**src/rtl/rotshift_pipe.sv**
```systemverilog
// rotshift_pipe: pipelined barrel shifter/rotator for the ALU shift path.
// One binary stage per count bit; stage k moves the operand by 2^k when its
// count bit is set. Each stage is registered and the whole pipe advances in
// lock-step, stalling only when the output holds an unaccepted result.
module rotshift_pipe #(
  parameter int WIDTH = 16
) (
  input  logic                     clk,
  input  logic                     rst_n,
  input  logic                     in_valid,
  output logic                     in_ready,
  input  logic [WIDTH-1:0]         in_data,
  input  logic [$clog2(WIDTH)-1:0] in_cnt,
  input  logic [1:0]               in_mode,
  output logic                     out_valid,
  input  logic                     out_ready,
  output logic [WIDTH-1:0]         out_data
);

  localparam int CNT_W = $clog2(WIDTH);

  localparam logic [1:0] MODE_ROL = 2'b00;
  localparam logic [1:0] MODE_SLL = 2'b01;
  localparam logic [1:0] MODE_ROR = 2'b10;
  localparam logic [1:0] MODE_SRA = 2'b11;

  // One stage of the shifter: move d by s positions when en is set.
  // SRA takes its sign from d itself, so chained stages compose into a
  // single arithmetic shift by the full count.
  function automatic logic [WIDTH-1:0] stage_op(
    input logic [WIDTH-1:0] d,
    input logic [1:0]       mode,
    input logic             en,
    input int unsigned      s
  );
    logic [WIDTH-1:0] r;
    r = d;
    if (en) begin
      case (mode)
        MODE_ROL: r = (d << s) | (d >> (WIDTH - s));
        MODE_SLL: r = d << s;
        MODE_ROR: r = (d >> s) | (d << (WIDTH - s));
        MODE_SRA: r = $unsigned($signed(d) >>> s);
        default:  r = d;
      endcase
    end else begin
      r = d;
    end
    return r;
  endfunction

  // The pipe moves forward whenever the output slot is empty or being drained.
  logic advance_s;
  assign advance_s = !out_valid || out_ready;
  assign in_ready  = advance_s;

  for (genvar k = 0; k < CNT_W; k++) begin : stg
    logic             v_in_s;
    logic [WIDTH-1:0] d_in_s;
    logic [CNT_W-1:0] c_in_s;
    logic [1:0]       m_in_s;
    logic [WIDTH-1:0] d_nxt_s;
    logic             valid_r;
    logic [WIDTH-1:0] data_r;

    // Stage 0 is fed from the input port; later stages from the previous register.
    // The count arrives pre-shifted so that bit 0 is always this stage's bit.
    if (k == 0) begin : g_src
      assign v_in_s = in_valid;
      assign d_in_s = in_data;
      assign c_in_s = in_cnt;
      assign m_in_s = in_mode;
    end else begin : g_src
      assign v_in_s = stg[k-1].valid_r;
      assign d_in_s = stg[k-1].data_r;
      assign c_in_s = stg[k-1].g_fwd.cnt_r;
      assign m_in_s = stg[k-1].g_fwd.mode_r;
    end

    assign d_nxt_s = stage_op(d_in_s, m_in_s, c_in_s[0], 32'(1) << k);

    // Stage valid/data register: loads on advance, holds during a stall.
    always_ff @(posedge clk or negedge rst_n) begin
      if (!rst_n) begin
        valid_r <= 1'b0;
        data_r  <= {WIDTH{1'b0}};
      end else if (advance_s) begin
        valid_r <= v_in_s;
        data_r  <= d_nxt_s;
      end
    end

    // Count and mode only need to travel to the stages that still use them.
    if (k < CNT_W - 1) begin : g_fwd
      logic [CNT_W-1:0] cnt_r;
      logic [1:0]       mode_r;

      // Sideband register: carries the remaining count bits and the mode.
      always_ff @(posedge clk or negedge rst_n) begin
        if (!rst_n) begin
          cnt_r  <= {CNT_W{1'b0}};
          mode_r <= 2'b00;
        end else if (advance_s) begin
          cnt_r  <= c_in_s >> 1;
          mode_r <= m_in_s;
        end
      end
    end
  end

  assign out_valid = stg[CNT_W-1].valid_r;
  assign out_data  = stg[CNT_W-1].data_r;

endmodule
```
**config.mk**
```make
export PLATFORM = sky130hd
export DESIGN_NAME = rotshift_pipe
export DESIGN_NICKNAME = d
export VERILOG_FILES = /design/src/rtl/rotshift_pipe.sv
export SDC_FILE = /design/constraint.sdc
export NUM_CORES = 1
export LEC_CHECK = 0
export CORE_UTILIZATION = 31
export DETAILED_ROUTE_END_ITERATION = 10
export HOLD_SLACK_MARGIN = 0.03
export PLACE_DENSITY_LB_ADDON = 0.2
export SYNTH_ARGS = -nofsm -noshare
export SYNTH_HDL_FRONTEND = slang
export SYNTH_SLANG_ARGS = --single-unit
```
**constraint.sdc**
```tcl
create_clock -name clk -period 3 [get_ports clk]
set_input_delay 0.6 -clock clk [delete_from_list [all_inputs] [get_ports clk]]
set_output_delay 0.6 -clock clk [all_outputs]
set_load 0.05 [all_outputs]
```
Word-level counts from Yosys, hierarchy flattened. Cells that the tools add are included.

Bits in registers: 80. Bits of input ports: 26. Logic and storage cells: 48. Output and inout port bits: 18.

Bitwise gates (word level): 7. Reduce and logical (&&, ||, !) cells: 7. Multiplexer cells: 8. Equality and inequality tests: 12.

Operators by type and width (count): case mux 16 bit (4 select lines) (3); two-way mux 16 bit (4); case mux 16 bit (3 select lines) (1); == test 2 bit, second input constant (8); bitwise OR 12 x 16 -> 16 bit (1); bitwise OR 14 x 16 -> 16 bit (1); bitwise OR 15 x 16 -> 16 bit (1); bitwise OR 16 x 1 -> 16 bit (1); bitwise OR 16 x 2 -> 16 bit (1); bitwise OR 16 x 4 -> 16 bit (1); bitwise OR 8 x 16 -> 16 bit (1); == test 2 x 1 -> 1 bit, second input constant (4); zero test 2 bit (4); OR reduction 2 bit (1); zero test 1 bit (1); logical OR 1 bit (1).

Logic depth before layout (Yosys ltp).
Word-level depth: 4. Depth in mapped cells: 6. Mapped depth without buffers: 4.

Least setup slack after synthesis. No wires, ideal clock.

Kind: register to output. From: reg stg[3].valid_r, in the netlist out_valid. To: out in_ready. Setup slack: 1.131 ns. Cell stages (with the launch flop): 5. Required time: 2.400 ns. Arrival time: 1.269 ns. Path buffers: 2. Path through: dfrtp_1 nor2b_1 buf_2 inv_2 buf_2.

Word-level cells in the longest chain between the ends: 2.

Ends and longest elaborated chain: start: declaration (RTL line 63) `logic valid_r;`; start signal: assignment (RTL line 88) `valid_r <= v_in_s;`; zero test 1 bit (RTL line 54) `assign advance_s = !out_valid || out_ready;`; logical OR 1 bit (RTL line 54); end: declaration (RTL line 11) `output logic in_ready,`.

Every way passes these cells.

Worst setup path in the final report.
From: in out_ready. To: out in_ready.

Word-level cells in the longest chain between the ends: 1.

Ends and longest elaborated chain: start: declaration (RTL line 16) `input logic out_ready,`; logical OR 1 bit (RTL line 54).

Every way passes these cells.

==> metrics.txt <==
fill count=1,310; Peak supply drop=0.340 mV; CTS tree=yes; TritonRoute pass-1 iters=4; row count=41; fin nets=between 400 and 500; DR vias/cell=around 5.1; CTS Buf Count=9; Comb power frac=42.3%; DRT Wirelength=around 9000 um; Final Skew=around 0.0047 ns; Largest stage delay, worst path=between 0.4 and 0.5 ns; final RePlAce weighted congestion=between 0.7 and 0.8; DRT iter0 DRCs=about 160; first-pass GRT wire length=~16,000 um; Setup WS post-layout=0.785 ns; RSZ-0062 raised after global routing=no; Worst Path Buf+Inv=3; die width=118 um; Leak=2.23 nW; worst r2r src=stg[1].g_fwd.cnt_r[0]$_DFFE_PN0P_; Clock Pin Slew Worst Setup and Hold Paths=~0.060 ns; Post-DP Area=4690 um^2; grt ovf=0; crit path time final=about 2.2 ns; commonest register cell after synthesis=dfrtp_1; Arr. time, crit path=1.61 ns; max-slew violations=0; CTS Root Cell=clkbuf_16; number of synthesized register bits=80; Flop pwr share=39.9%; Seq/Total Area, Yosys=around half; CP startpoint kind=input pin; count of cell types in the netlist=25; CP Cell Sequence=clkdlybuf4s50_1 -> nor2b_4 -> inv_2 -> buf_12; clock share of power=roughly 18%; critical-path maximum fanout=12; Mapped Area=4170 um^2; Worst setup EP type=output pin; Worst path slowest cell=clkdlybuf4s50_1; largest cells by area after synthesis=dfrtp_1 48%, mux2i_1 9.1%, a21o_1 6.5%, a211oi_1 6.1%, nand2_1 5.3%; clock latency on the worst-skew pair=~0.33 ns; total chip power=approximately 5.4 mW; Max Cap Viol=0; HPWL after DPL=roughly 6400 um; post-synth top area cell=dfrtp_1; FFs w/ async S/R, synth=100%; DRC Markers=0; EDFF count, synth=0; Initial Util=between 30 and 40%; Finished Cell Area=4940 um^2; class of the worst hold path=in2async; Layout area overhead=18.6%; total core area=12,900 um^2; H-tree Lvls=3; Gate Count Post-Synth=440; vias in the first global route=about 3,000; I/O Buffers=43; initial antenna violation count=0; die height=around 120 um; switching power=about 2.3 mW; hold_ws=~0.43 ns; Worst Path Required=2.40 ns; hold buffers post-CTS=0; Rel. slew slack=32.1%; endpoints failing setup=0; ratio of cells with drive above 1 in the final layout=about 6.4%; CTS resizes=0; Total Routing Usage GR=14.1%; final period utilization=between 70% and 80%; Pint=~3.1 mW; Slew @ Worst Pin=between 1 and 1.5 ns; syn_nets=~470; pin count of the biggest net entering global routing=between 80 and 90; vias=around 3,300; top-count cell post-synth=dfrtp_1; clock sinks=80; postcts setup bufs=0; PwrDens=approximately 1100 nW/um^2; Fmax=approximately 450 MHz; Yosys warning total=0; status=completed; Crit path max-delay family=buffers and inverters; Sw Ratio=41.9%; worst slack, placed=0.738 ns; post-synth top area share=approximately half; I/O Pins=44; syn_area_per_cell=between 9 and 10 um^2; antenna cell count=0; ANT nets after route=0; list of most frequent post-synthesis cells=80 x dfrtp_1, 59 x nand2_1, 49 x nor2_1, 38 x mux2i_1, 36 x a21o_1; Die Footprint=around 14,000 um^2; CP startpoint=out_ready; Sum Neg Setup Slack=0 ns; deepest clock path buffer count=2; Worst Path Class, Setup=in2out; Fin. Hold Viols=0; routed length per instance=~14 um
[power by group through the flow]
stage | clock, mW | combinational, mW | sequential [mW]
5_1_grt | 1.04 | 2.53 | 2.24
4_1_cts | 0.993 | 2.32 | 2.16
3_5_place_dp | 0 | 2.31 | 2.18
3_3_place_gp | 0 | 2.27 | 2.17
2_1_floorplan | 0 | 1.49 | 2.31
6_report | 0.964 | 2.28 | 2.16
[routing by layer]
metal | vias to the layer above | track usage (%) | wire (um)
met5 | - | 0 | 0
met4 | 0 | 5.85 | 134
met3 | 10 | 2.42 | 281
met2 | 69 | 21.8 | 4270
met1 | 1559 | 19.5 | 4570
li1 | 1615 | - | -
[per-stage QoR]
| step | util [%] | cells |
|---|---|---|
| 3_3_place_gp | 36.4 | 628 |
| 2_1_floorplan | - | 440 |
| 5_1_grt | 38.4 | 642 |
| 6_report | 38.4 | 642 |
| 3_5_place_dp | 36.4 | 628 |
| 4_1_cts | 38.4 | 642 |
[flip-flops by register name, indices dropped and copies added (netlist names)]
name and cells:
out_data 16, stg.g_fwd.cnt_r 6, stg.g_fwd.mode_r 6, stg.data_r 48
stg.valid_r 3, out_valid 1
[logic make-up (layout without fill, tap and decap cells)]
family | count (synthesis) | in the layout | share of synthesized area [%]
AO/OA/AOI/OAI | 152 | 152 | 24.4
AND/OR/NAND/NOR | 130 | 130 | 13.0
multiplexers | 38 | 38 | 9.13
buffers and inverters | 40 | 70 | 5.35
flip-flops | 80 | 80 | 48.1
[layout by cell type, fill, tap and decap left out, drive strengths merged]
cell and count:
clkdlybuf4s50 41, nand2 59, clkinv 2, a211oi 34, mux2i 38, a31o 4, buf 11, o311a 1
clkbuf 13, a221oi 6, a31oi 8, inv 3, a21boi 1, a21oi 27, nand2b 6, nor2b 16
a21o 36, o22a 1, nor2 49, dfrtp 80, o21ai 33, a41oi 1
[layout make-up]
type / instances / area, um^2 / share of cell area (%)
multi-input combinational: 320 / 1950 / 39.4
inverter: 4 / 15.0 / 0.304
sequential: 80 / 2000 / 40.5
clock buffer: 13 / 250 / 5.06
timing repair buffer: 52 / 505 / 10.2
tap: 172 / 215 / 4.36
clock inverter: 1 / 5.00 / 0.101
[final timing paths]
check,slack [ns],cells after the start,endpoint
max in group asynchronous,1.89,1,stg[2].data_r[9]$_DFFE_PN0P_
worst min-delay path,0.43,1,out_data[0]$_DFFE_PN0P_
worst min register to register,0.46,2,stg[2].valid_r$_DFFE_PN0P_
min in group clk,0.46,2,stg[2].valid_r$_DFFE_PN0P_
worst max register to register,1.20,3,stg[2].data_r[3]$_DFFE_PN0P_
worst max-delay path,0.79,4,in_ready
(Power assumes the default switching activity.)
